**src/rtl/multi_correlation_judge_if.sv**
```systemverilog
// multi_correlation_judge_if
//   Groups the round-data handshake and the result/score outputs of the
//   multi-contestant judge so producer and consumer connect with one port.
//
//   Parameters: N (guess width), K (channels), ROUNDS (rounds per game).
//   Signals:
//     Start       game start/restart pulse          (master -> slave)
//     In_valid    round data valid                   (master -> slave)
//     In_ready    round can be accepted              (slave  -> master)
//     Guesses     K packed N-bit guesses             (master -> slave)
//     Target_Num  shared N-bit target                (master -> slave)
//     Scores      K packed SW-bit accumulated scores (slave  -> master)
//     Round       rounds accepted this game          (slave  -> master)
//     Busy        game in progress                   (slave  -> master)
//     Done        Result valid                       (slave  -> master)
//     Result      K-bit winner mask                  (slave  -> master)
interface multi_correlation_judge_if #(
    parameter int N      = 32,
    parameter int K      = 4,
    parameter int ROUNDS = 10
);
    localparam int SW = $clog2(N * ROUNDS + 1);

    logic              Start;
    logic              In_valid;
    logic              In_ready;
    logic [K*N-1:0]    Guesses;
    logic [N-1:0]      Target_Num;
    logic [K*SW-1:0]   Scores;
    logic [7:0]        Round;
    logic              Busy;
    logic              Done;
    logic [K-1:0]      Result;

    modport master (
        output Start, In_valid, Guesses, Target_Num,
        input  In_ready, Scores, Round, Busy, Done, Result
    );

    modport slave (
        input  Start, In_valid, Guesses, Target_Num,
        output In_ready, Scores, Round, Busy, Done, Result
    );
endinterface

```
**src/rtl/multi_correlation_judge.sv**
```systemverilog
// multi_correlation_judge
//   K-channel guessing judge. Each accepted round adds, per channel, the
//   number of bit positions where the guess agrees with the target. After
//   ROUNDS rounds a one-cycle DECIDE state flags every channel holding the
//   maximum score (ties all flagged, all-zero scores flag everybody).
//
//   Optional feature macro: EARLY_EXIT_EN
//     defined   - an exact match on any channel ends the game at once with
//                 Result = exact-match mask; scores of that round not added.
//     undefined - exact matches just score N; every game runs all rounds.
//
//   Ports:
//     Clock    rising-edge clock
//     Reset_n  asynchronous active-low reset
//     bus      multi_correlation_judge_if.slave (handshake, guesses, results)
module multi_correlation_judge #(
    parameter int N      = 32,
    parameter int K      = 4,
    parameter int ROUNDS = 10
) (
    input  logic                       Clock,
    input  logic                       Reset_n,
    multi_correlation_judge_if.slave   bus
);
    localparam int SW = $clog2(N * ROUNDS + 1);
    localparam int AW = $clog2(N + 1);

    typedef enum logic [1:0] {IDLE, PLAY, DECIDE, FIN} state_t;

    state_t          state_q, state_d;
    logic [SW-1:0]   score_q [K];
    logic [7:0]      round_q;
    logic [K-1:0]    result_q;
    logic            done_q;

    logic [AW-1:0]   agree [K];
    logic [K-1:0]    max_mask;
    logic [SW-1:0]   max_score;
    logic            restart;
    logic            accept;
    logic            early_hit;
    logic            last_round;
    logic [7:0]      round_inc;

    // Number of bit positions where guess and target agree.
    function automatic logic [AW-1:0] agree_count(input logic [N-1:0] g,
                                                  input logic [N-1:0] t);
        logic [N-1:0]  same;
        logic [AW-1:0] cnt;
        same = ~(g ^ t);
        cnt  = '0;
        for (int i = 0; i < N; i++) begin
            cnt = cnt + AW'(same[i]);
        end
        return cnt;
    endfunction

    always_comb begin
        for (int c = 0; c < K; c++) begin
            agree[c] = agree_count(bus.Guesses[c*N +: N], bus.Target_Num);
        end
    end

`ifdef EARLY_EXIT_EN
    logic [K-1:0] exact;

    always_comb begin
        exact = '0;
        for (int c = 0; c < K; c++) begin
            exact[c] = (bus.Guesses[c*N +: N] == bus.Target_Num);
        end
    end

    assign early_hit = |exact;
`else
    assign early_hit = 1'b0;
`endif

    // Maximum score and the mask of every channel holding it.
    always_comb begin
        max_score = '0;
        max_mask  = '0;
        for (int c = 0; c < K; c++) begin
            if (score_q[c] > max_score) begin
                max_score = score_q[c];
            end
        end
        for (int c = 0; c < K; c++) begin
            max_mask[c] = (score_q[c] == max_score);
        end
    end

    // Start is honoured everywhere except the single DECIDE cycle, which
    // always completes; in PLAY it wins over a simultaneous round.
    assign restart    = bus.Start && (state_q != DECIDE);
    assign accept     = bus.In_valid && (state_q == PLAY) && !restart;
    assign round_inc  = round_q + 8'd1;
    assign last_round = (round_inc == 8'(ROUNDS));

    always_comb begin
        state_d = state_q;
        case (state_q)
            IDLE: begin
                if (restart) state_d = PLAY;
            end
            PLAY: begin
                if (restart) begin
                    state_d = PLAY;
                end else if (accept) begin
                    if (early_hit)       state_d = FIN;
                    else if (last_round) state_d = DECIDE;
                end
            end
            DECIDE: begin
                state_d = FIN;
            end
            FIN: begin
                if (restart) state_d = PLAY;
            end
            default: state_d = IDLE;
        endcase
    end

    always_ff @(posedge Clock or negedge Reset_n) begin
        if (!Reset_n) begin
            state_q  <= IDLE;
            round_q  <= '0;
            result_q <= '0;
            done_q   <= 1'b0;
            for (int c = 0; c < K; c++) begin
                score_q[c] <= '0;
            end
        end else begin
            state_q <= state_d;
            if (restart) begin
                round_q  <= '0;
                result_q <= '0;
                done_q   <= 1'b0;
                for (int c = 0; c < K; c++) begin
                    score_q[c] <= '0;
                end
            end else if (accept) begin
                round_q <= round_inc;
`ifdef EARLY_EXIT_EN
                if (early_hit) begin
                    result_q <= exact;
                    done_q   <= 1'b1;
                end else begin
                    for (int c = 0; c < K; c++) begin
                        score_q[c] <= score_q[c] + SW'(agree[c]);
                    end
                end
`else
                for (int c = 0; c < K; c++) begin
                    score_q[c] <= score_q[c] + SW'(agree[c]);
                end
`endif
            end else if (state_q == DECIDE) begin
                result_q <= max_mask;
                done_q   <= 1'b1;
            end
        end
    end

    assign bus.In_ready = (state_q == PLAY);
    assign bus.Busy     = (state_q == PLAY) || (state_q == DECIDE);
    assign bus.Done     = done_q;
    assign bus.Result   = result_q;
    assign bus.Round    = round_q;

    for (genvar c = 0; c < K; c++) begin : g_scores
        assign bus.Scores[c*SW +: SW] = score_q[c];
    end
endmodule

```
**src/flat_wrapper.sv**
```systemverilog
// flat-port wrapper written by rule: the top's interface ports become plain ports
module multi_correlation_judge_flat 
#(
    parameter int N      = 32,
    parameter int K      = 4,
    parameter int ROUNDS = 10
)
  (Clock, Reset_n, bus_Start, bus_In_valid, bus_Guesses, bus_Target_Num, bus_In_ready, bus_Scores, bus_Round, bus_Busy, bus_Done, bus_Result);
  multi_correlation_judge_if #(.N(N), .K(K), .ROUNDS(ROUNDS)) bus_i ();
  input  logic Clock;
  input  logic Reset_n;
  input wire logic [$bits(bus_i.Start)-1:0] bus_Start;
  input wire logic [$bits(bus_i.In_valid)-1:0] bus_In_valid;
  input wire logic [$bits(bus_i.Guesses)-1:0] bus_Guesses;
  input wire logic [$bits(bus_i.Target_Num)-1:0] bus_Target_Num;
  output wire logic [$bits(bus_i.In_ready)-1:0] bus_In_ready;
  output wire logic [$bits(bus_i.Scores)-1:0] bus_Scores;
  output wire logic [$bits(bus_i.Round)-1:0] bus_Round;
  output wire logic [$bits(bus_i.Busy)-1:0] bus_Busy;
  output wire logic [$bits(bus_i.Done)-1:0] bus_Done;
  output wire logic [$bits(bus_i.Result)-1:0] bus_Result;
  assign bus_i.Start = bus_Start;
  assign bus_i.In_valid = bus_In_valid;
  assign bus_i.Guesses = bus_Guesses;
  assign bus_i.Target_Num = bus_Target_Num;
  assign bus_In_ready = bus_i.In_ready;
  assign bus_Scores = bus_i.Scores;
  assign bus_Round = bus_i.Round;
  assign bus_Busy = bus_i.Busy;
  assign bus_Done = bus_i.Done;
  assign bus_Result = bus_i.Result;
  multi_correlation_judge #(.N(N), .K(K), .ROUNDS(ROUNDS)) u_core (.Clock(Clock), .Reset_n(Reset_n), .bus(bus_i));
endmodule
```
**config.mk**
```make
export PLATFORM = sky130hd
export DESIGN_NAME = multi_correlation_judge_flat
export DESIGN_NICKNAME = d
export VERILOG_FILES = /design/src/rtl/multi_correlation_judge_if.sv /design/src/rtl/multi_correlation_judge.sv /design/src/flat_wrapper.sv
export SDC_FILE = /design/constraint.sdc
export NUM_CORES = 1
export LEC_CHECK = 0
export ABC_AREA = 1
export BUFFER_PORTS_ARGS = -buffer_cell sky130_fd_sc_hd__buf_2
export CAP_MARGIN = 30
export CORE_MARGIN = 4
export CORE_UTILIZATION = 33
export CTS_CLUSTER_DIAMETER = 30
export DETAILED_ROUTE_END_ITERATION = 12
export HOLD_SLACK_MARGIN = 0.05
export PLACE_DENSITY = 0.56
export SLEW_MARGIN = 10
export SYNTH_ARGS = -nofsm -noshare
export SYNTH_HDL_FRONTEND = slang
export SYNTH_SLANG_ARGS = --single-unit
```
**constraint.sdc**
```tcl
create_clock -name Clock -period 6.05 [get_ports Clock]
set_clock_uncertainty 0.05 [all_clocks]
set_input_delay 0.9075 -clock Clock [delete_from_list [all_inputs] [get_ports Clock]]
set_output_delay 0.9075 -clock Clock [all_outputs]
set_load 0.02 [all_outputs]
```
==> reports/qor.csv, run 1 <==
metric,value,unit
Hold Path Class,register to register,
vias in the first global route,8866,
Final ANT Viol Nets,0,
die height,173.3,um
"Slew Viols, Final",0,
unique cell type count in the Yosys netlist,33,
ys async rst share,100.0,%
first-pass GRT wire length,46980,um
Initial DRC Count,604,
Initial Util,33.47,%
H-Tree Depth,2,
worst path required time,6180,ps
Setup crit start kind,input port,
CTS Buffer Depth,2,
final hold vios,0,
failing checks,setup timing,
slowest cell delay on critical path,560,ps
Max-slew headroom,42.59,%
Mapped Avg Cell Area,7.926,um^2
RSZ-0062 raised after global routing,yes,
"EDFF count, synth",0,
Via Count,8511,
RePlAce Congestion,0.9265,
Mapped Area,9020,um^2
CP max FO,4,
critical path depth,24,
area of the core,26950,um^2
Final period util,108.4,%
Setup CP Type,input port to register,
worst hold path stage count,2,
fin util,45.39,%
hpwl dp,25780,um
Worst-Margin Slew,860.3,ps
final setup violation count,22,
IO buf count,214,
Final WS setup,-508.2,ps
worst skew pair latency,310,ps
WP buf/inv,5,
"Clk pin slew, worst setup/hold paths",70,ps
Hold EP,u_core.bus.Result[0],
nets@finish,1791,
first-pass detailed-route iteration total,5,
FF-to-FF setup slack,450,ps
Hold WS,432.4,ps
worst reg2reg path depth,36,
sequential area share after synthesis,14.15,%
cell-by-cell trace of the critical path,buf_12 > buf_6 > xor2_2 > fa_1 > fa_1 > inv_2 > fa_1 > inv_2 > fa_1 > fa_1 > fa_1 > fa_2 > fa_2 > xnor2_2 > ha_1 > nand2_1 > nor2_2 > a211oi_2 > nor2_1 > o21ai_1 > nand2_2 > buf_4 > a21oi_1 > nor3_2,
antenna violations before repair,8,
die area,30040,um^2
largest net degree at the start of global routing,52,
GR Layer Usage met1,24.55,%
Die Span X,173.3,um
layer with the highest usage,met2,
RR Startpoint,u_core.bus.Scores[7],
CTS tree,built,
"Remaining Overflow, GRT",0,
Main synth FF type,dfrtp_1,
routed vias/inst,4.776,
Mapped Cells,1138,
clock root buffer,clkbuf_16,
final wirelength,30340,um
worst r2r dst,u_core.bus.Result[0],
DR DRC count,0,
Total GRT Usage,19.66,%
status,finished with violations,
kind of cell adding the most delay to the critical path,adder cells,
share of cells above drive strength 1,33.13,%
Max Fclk,152.5,MHz
maxcap violations,0,
post-synth net total,1490,
hold buffer count at cts,0,
CTS buffer count,5,
crit path capture type,register,
post-DR wirelength/cell,17.03,um
I/O Pins,215,
DP Cell Count,1753,
met2 Resource Use GR,34.96,%
Ys Warns,0,
slowest cell on the critical path,fa_1,
Yosys reg bits,51,
min Tclk post-route,6558,ps
"most used cell, CP",fa_1,
worst path arrival time,6690,ps
Non-Filler Instances,1782,
Hold Startpoint,u_core.bus.Result[0],
Num Clock Sinks,51,
met3 GRT Util,3.751,%
number of placement rows,60,
area delta synth->final,35.61,%
setup_tns,-6699,ps
## stage by stage
step,cell area [um^2],setup slack [ps]
3_5_place_dp,11080,-1000
3_3_place_gp,11070,-881.5
2_1_floorplan,9085,-379.1
6_report,12230,-508.2
4_1_cts,11640,-486.1
5_1_grt,12230,-733.5
## logic make-up (layout without fill, tap and decap cells)
logic type | count (synthesis) | count (layout) | synth area share, %
and+or+nand+nor | 396 | 396 | 19.25
other | 0 | 1 | 0
xor gates and xnor gates | 154 | 154 | 14.95
DFF | 51 | 51 | 14.15
adders and majority gates | 188 | 188 | 34.40
AOI/OAI and AO/OA | 112 | 112 | 6.922
buffers and inverters | 237 | 539 | 10.32
## worst reg2reg max path: cells and delay by family, from the launching register on
kind                       cells  cell delay, ps
and+or+nand+nor               26            3180
buffers and inverters          7             960
adders and majority gates      3             920
DFF                            1             470
## synthesized netlist by cell type, drive strengths merged, types with 3 or more instances
| cell | count | area [um^2] |
|---|---|---|
| fa | 100 | 2002 |
| a21oi | 34 | 170.2 |
| inv | 210 | 788.3 |
| nor2 | 59 | 224.0 |
| xnor2 | 46 | 402.9 |
| ha | 88 | 1101 |
| buf | 9 | 75.06 |
| o22ai | 21 | 131.4 |
| nand3 | 105 | 570.6 |
| xor2 | 108 | 945.9 |
| o21ai | 41 | 209.0 |
| nor3 | 7 | 35.03 |
| nand2 | 209 | 799.5 |
| a211oi | 3 | 22.52 |
| o21bai | 5 | 37.54 |
| dfrtp | 51 | 1276 |
| nand4 | 8 | 50.05 |
| nand3b | 5 | 37.54 |
| a31oi | 5 | 31.28 |
| clkbuf | 18 | 67.56 |
## worst max path at each step
stage / from / to / slack (ps)
final: bus_Target_Num[28] / u_core.bus.Scores[15] / -510
after global routing: bus_Target_Num[18] / u_core.bus.Scores[7] / -730
after global placement: bus_Target_Num[0] / u_core.bus.Scores[8] / -880
after detailed placement: bus_Target_Num[0] / u_core.bus.Scores[8] / -1000
after floorplan: bus_Target_Num[0] / u_core.bus.Scores[8] / -380
after CTS: bus_Target_Num[0] / u_core.bus.Scores[25] / -490
## layer usage
metal / vias to the layer above / share of wire [%]
met5: - / 0.30
met2: 309 / 49
li1: 4158 / -
met1: 3972 / 42
met3: 56 / 6.5
met4: 16 / 2.6
## sequential cells by signal, indices dropped and copies added (netlist names)
signal and count:
u_core.bus.Result 4, u_core.bus.Scores 36, u_core.bus.Round 8, u_core.state_q 2
u_core.bus.Done 1
## cell type report
class | instances | area (um^2)
timing repair buffer | 321 | 2046
sequential | 51 | 1276
inverter | 210 | 795.8
multi-input combinational | 850 | 7543
antenna | 1 | 2.502
fill | 2722 | 14720
tap | 341 | 426.7
clock inverter | 2 | 12.51
clock buffer | 6 | 128.9
## timing repair
action                                  in CTS  in global routing
pin swaps                                   42                 52
buffers inserted                            17                 17
endpoints found under the setup margin      24                 30
resized for setup                           71                126
## placed cells by master, fill, tap and decap left out, types with 30 or more instances in the layout
master and count:
nand3_1 94, buf_4 90, nor2_1 41, xor2_1 87
buf_2 202, dfrtp_1 51, ha_1 82, xnor2_1 36
fa_1 88, a21oi_1 30, nand2_1 185, inv_1 192
Power of run 1 is not shown: default switching activity piles up to over one toggle a cycle in this logic, so the estimate is an artifact.
==> inputs of run 2 (changes only) <==
--- a/config.mk
+++ b/config.mk
@@ -5,15 +5,14 @@
 export SDC_FILE = /design/constraint.sdc
 export NUM_CORES = 1
 export LEC_CHECK = 0
-export ABC_AREA = 1
 export BUFFER_PORTS_ARGS = -buffer_cell sky130_fd_sc_hd__buf_2
 export CAP_MARGIN = 30
 export CORE_MARGIN = 4
-export CORE_UTILIZATION = 33
+export CORE_UTILIZATION = 57
 export CTS_CLUSTER_DIAMETER = 30
 export DETAILED_ROUTE_END_ITERATION = 12
 export HOLD_SLACK_MARGIN = 0.05
-export PLACE_DENSITY = 0.56
+export PLACE_DENSITY = 0.86
 export SLEW_MARGIN = 10
 export SYNTH_ARGS = -nofsm -noshare
 export SYNTH_HDL_FRONTEND = slang
==> reports/qor.csv, run 2 <==
metric,value,unit,change
multi-input logic area,8289,um^2,+9.9%
CTS buffer count,5,,unchanged
synth cell count leaders,"inv_1, xor2_1, fa_1",,
nets@finish,1728,,-3.5%
CTS tree,built,,
crit path capture type,register,,
RSZ-0062 raised after global routing,yes,,
H-Tree Depth,2,,unchanged
status,finished with violations,,
unique cell type count in the Yosys netlist,81,,+150%
antenna violations before repair,6,,-2
total of fill cells in the finished design,909,,-67%
post-synth net total,1400,,-6.0%
RePlAce Congestion,0.9730,,+5.0%
"Remaining Overflow, GRT",0,,unchanged
share of cells above drive strength 1,39.51,%,+6.4 points
die area,18570,um^2,-38%
vias in the first global route,9772,,+10%
sequential area share after synthesis,13.61,%,-0.54 points
worst skew pair latency,300,ps,about the same
Setup crit start kind,input port,,
I/O Pins,215,,unchanged
Initial Util,58.61,%,+25 points
Die Span X,136.3,um,-21%
Mapped Avg Cell Area,8.948,um^2,+13%
worst r2r dst,u_core.bus.Result[1],,
routed vias/inst,6.069,,+27%
Max-slew headroom,48.77,%,+6.2 points
register area,1276,um^2,unchanged
RR Startpoint,u_core.bus.Scores[10],,
Num Clock Sinks,51,,unchanged
Final period util,112.3,%,+3.9 points
worst path required time,6170,ps,about the same
FF-to-FF setup slack,80,ps,-370 ps
"area leader, netlist",fa_1,,
"Clk pin slew, worst setup/hold paths",80,ps,about the same
die height,136.3,um,-21%
"commonest non-fill, non-tap cell in the layout",buf_2,,
final setup violation count,31,,+41%
number of placement rows,46,,-23%
"most used cell, CP",fa_1,,
DR DRC count,0,,unchanged
cell-by-cell trace of the critical path,buf_6 > xor2_2 > fa_1 > fa_1 > inv_1 > fa_1 > inv_2 > fa_1 > fa_1 > fa_1 > fa_2 > fa_2 > xnor2_1 > ha_1 > buf_6 > a21oi_2 > nor2b_1 > o21ai_1 > nand2b_1 > a21oi_2 > nor3_2 > xnor2_1 > nor2_1,,
Yosys reg bits,51,,unchanged
Final ANT Viol Nets,0,,unchanged
ys async rst share,100.0,%,unchanged
Mapped Area,9378,um^2,+4.0%
post-DR wirelength/cell,23.31,um,+37%
Hold WS,444.0,ps,+11.62 ps
"leading cell types in the layout, fill and taps excluded","buf_2, buf_4, inv_1, xor2_1, fa_1",,
worst reg2reg path depth,27,,-25%
largest net degree at the start of global routing,52,,unchanged
CTS Buffer Depth,2,,unchanged
IO buf count,214,,unchanged
CP max FO,4,,unchanged
failing checks,setup timing,,
Main synth FF type,dfrtp_1,,
clock root buffer,clkbuf_16,,
area delta synth->final,37.45,%,
cell with the most instances after synthesis,inv_1,,
slowest cell delay on critical path,600,ps,+40 ps
Mapped Cells,1048,,-7.9%
Via Count,9699,,+14%
min Tclk post-route,6797,ps,+238.6 ps
Total GRT Usage,35.70,%,+16 points
area of the core,16000,um^2,-41%
first-pass GRT wire length,50830,um,+8.2%
Ys Warns,0,,unchanged
slowest cell on the critical path,fa_1,,
final wirelength,37250,um,+23%
Max Fclk,147.1,MHz,-3.5%
Final WS setup,-746.9,ps,-238.6 ps
max FFs per register,36,,unchanged
hold buffer count at cts,0,,unchanged
worst path arrival time,6920,ps,+230 ps
Hold EP,u_core.bus.Result[1],,
Initial DRC Count,958,,+59%
"EDFF count, synth",0,,unchanged
hpwl dp,25860,um,+0.32%
Worst-Margin Slew,765.0,ps,-95.30 ps
Hold Path Class,register to register,,
DP Area,11530,um^2,+4.1%
"Slew Viols, Final",0,,unchanged
first-pass detailed-route iteration total,7,,+2
worst hold path stage count,2,,unchanged
cell area after layout,12890,um^2,+5.4%
largest cells by area after synthesis,"fa_1, dfrtp_1, ha_1, xor2_1, xnor2_1",,
Hold Startpoint,u_core.bus.Result[1],,
top-area cell type share of the netlist area,21.35,%,-0.85 points
maxcap violations,0,,unchanged
final hold vios,0,,unchanged
Setup CP Type,input port to register,,
## run 2: changes by cell type after synthesis, moves of 7 or more
cell      change
a21o_1       +13
nor2b_1      +22
o22ai_1      -17
nand2b_1     +15
nand3_1      -82
xor2_1       +11
nor2_1        -8
or3_1         +7
clkbuf_1     +12
a21oi_1      +37
xnor2_1      +33
nand3_2       -9
inv_1        -72
nand2_1     -132
## run 2: layout make-up
cell class                 instances  share of cell area (%)
multi-input combinational        817                   64.31
timing repair buffer             361                   18.34
sequential                        51                   9.901
inverter                         140                   4.077
tap                              216                   2.097
clock buffer                       5                  0.9707
clock inverter                     3                  0.2136
antenna                            5                 0.09707
## run 2: how the worst max path moves through the flow
stage                                   from                    end  slack, ps
final                     bus_Target_Num[20]  u_core.bus.Scores[25]       -750
after global routing      bus_Target_Num[20]  u_core.bus.Scores[25]       -920
after global placement    bus_Target_Num[18]  u_core.bus.Scores[34]       -710
after CTS                    bus_Guesses[26]   u_core.bus.Scores[8]       -480
after detailed placement  bus_Target_Num[18]   u_core.bus.Scores[7]       -860
after floorplan            bus_Target_Num[0]   u_core.bus.Scores[7]       -500
## run 2: metrics by stage
stage                     instances  util [%]  setup TNS (ps)  setup WS [ps]
after detailed placement       1559     72.06          -19780         -861.2
after global routing           1596     80.53          -17480         -921.3
after CTS                      1569     75.41           -7541         -480.7
after floorplan                1048         -           -7755         -503.2
final                          1598     80.56          -12920         -746.9
after global placement         1559     72.06          -15990         -713.1
## run 2: critical path, delay by kind of cell
family / cells / cell delay, ps
adder cells (fa/ha/maj): 9 / 4190
buffers and inverters: 4 / 370
XOR/XNOR: 3 / 670
AO/OA/AOI/OAI: 3 / 440
AND/OR/NAND/NOR: 4 / 320
## run 2: routing by layer
| metal | vias to the layer above | GRT usage (%) | wire length (um) |
|---|---|---|---|
| met5 | - | 0 | 19 |
| met4 | 4 | 24.58 | 3628 |
| met3 | 263 | 7.143 | 3949 |
| met2 | 754 | 61.09 | 17860 |
| met1 | 4559 | 39.90 | 11790 |
| li1 | 4119 | - | - |
## run 2: cell families after synthesis
family / Yosys count / synth area share [%]
AND/OR/NAND/NOR: 222 / 11.63
flip-flops: 51 / 13.61
multiplexers: 5 / 0.6671
XOR/XNOR: 198 / 18.49
AO/OA/AOI/OAI: 203 / 14.80
buffers and inverters: 181 / 7.712
adder cells (fa/ha/maj): 188 / 33.09
## run 2: what timing repair did
item / in CTS / in global routing
gates cloned: 0 / 1
gates resized for setup: 71 / 120
endpoints found under the setup margin: 29 / 36
buffers inserted: 8 / 28
pin swaps: 40 / 47
Power of run 2 is left out for the same reason.
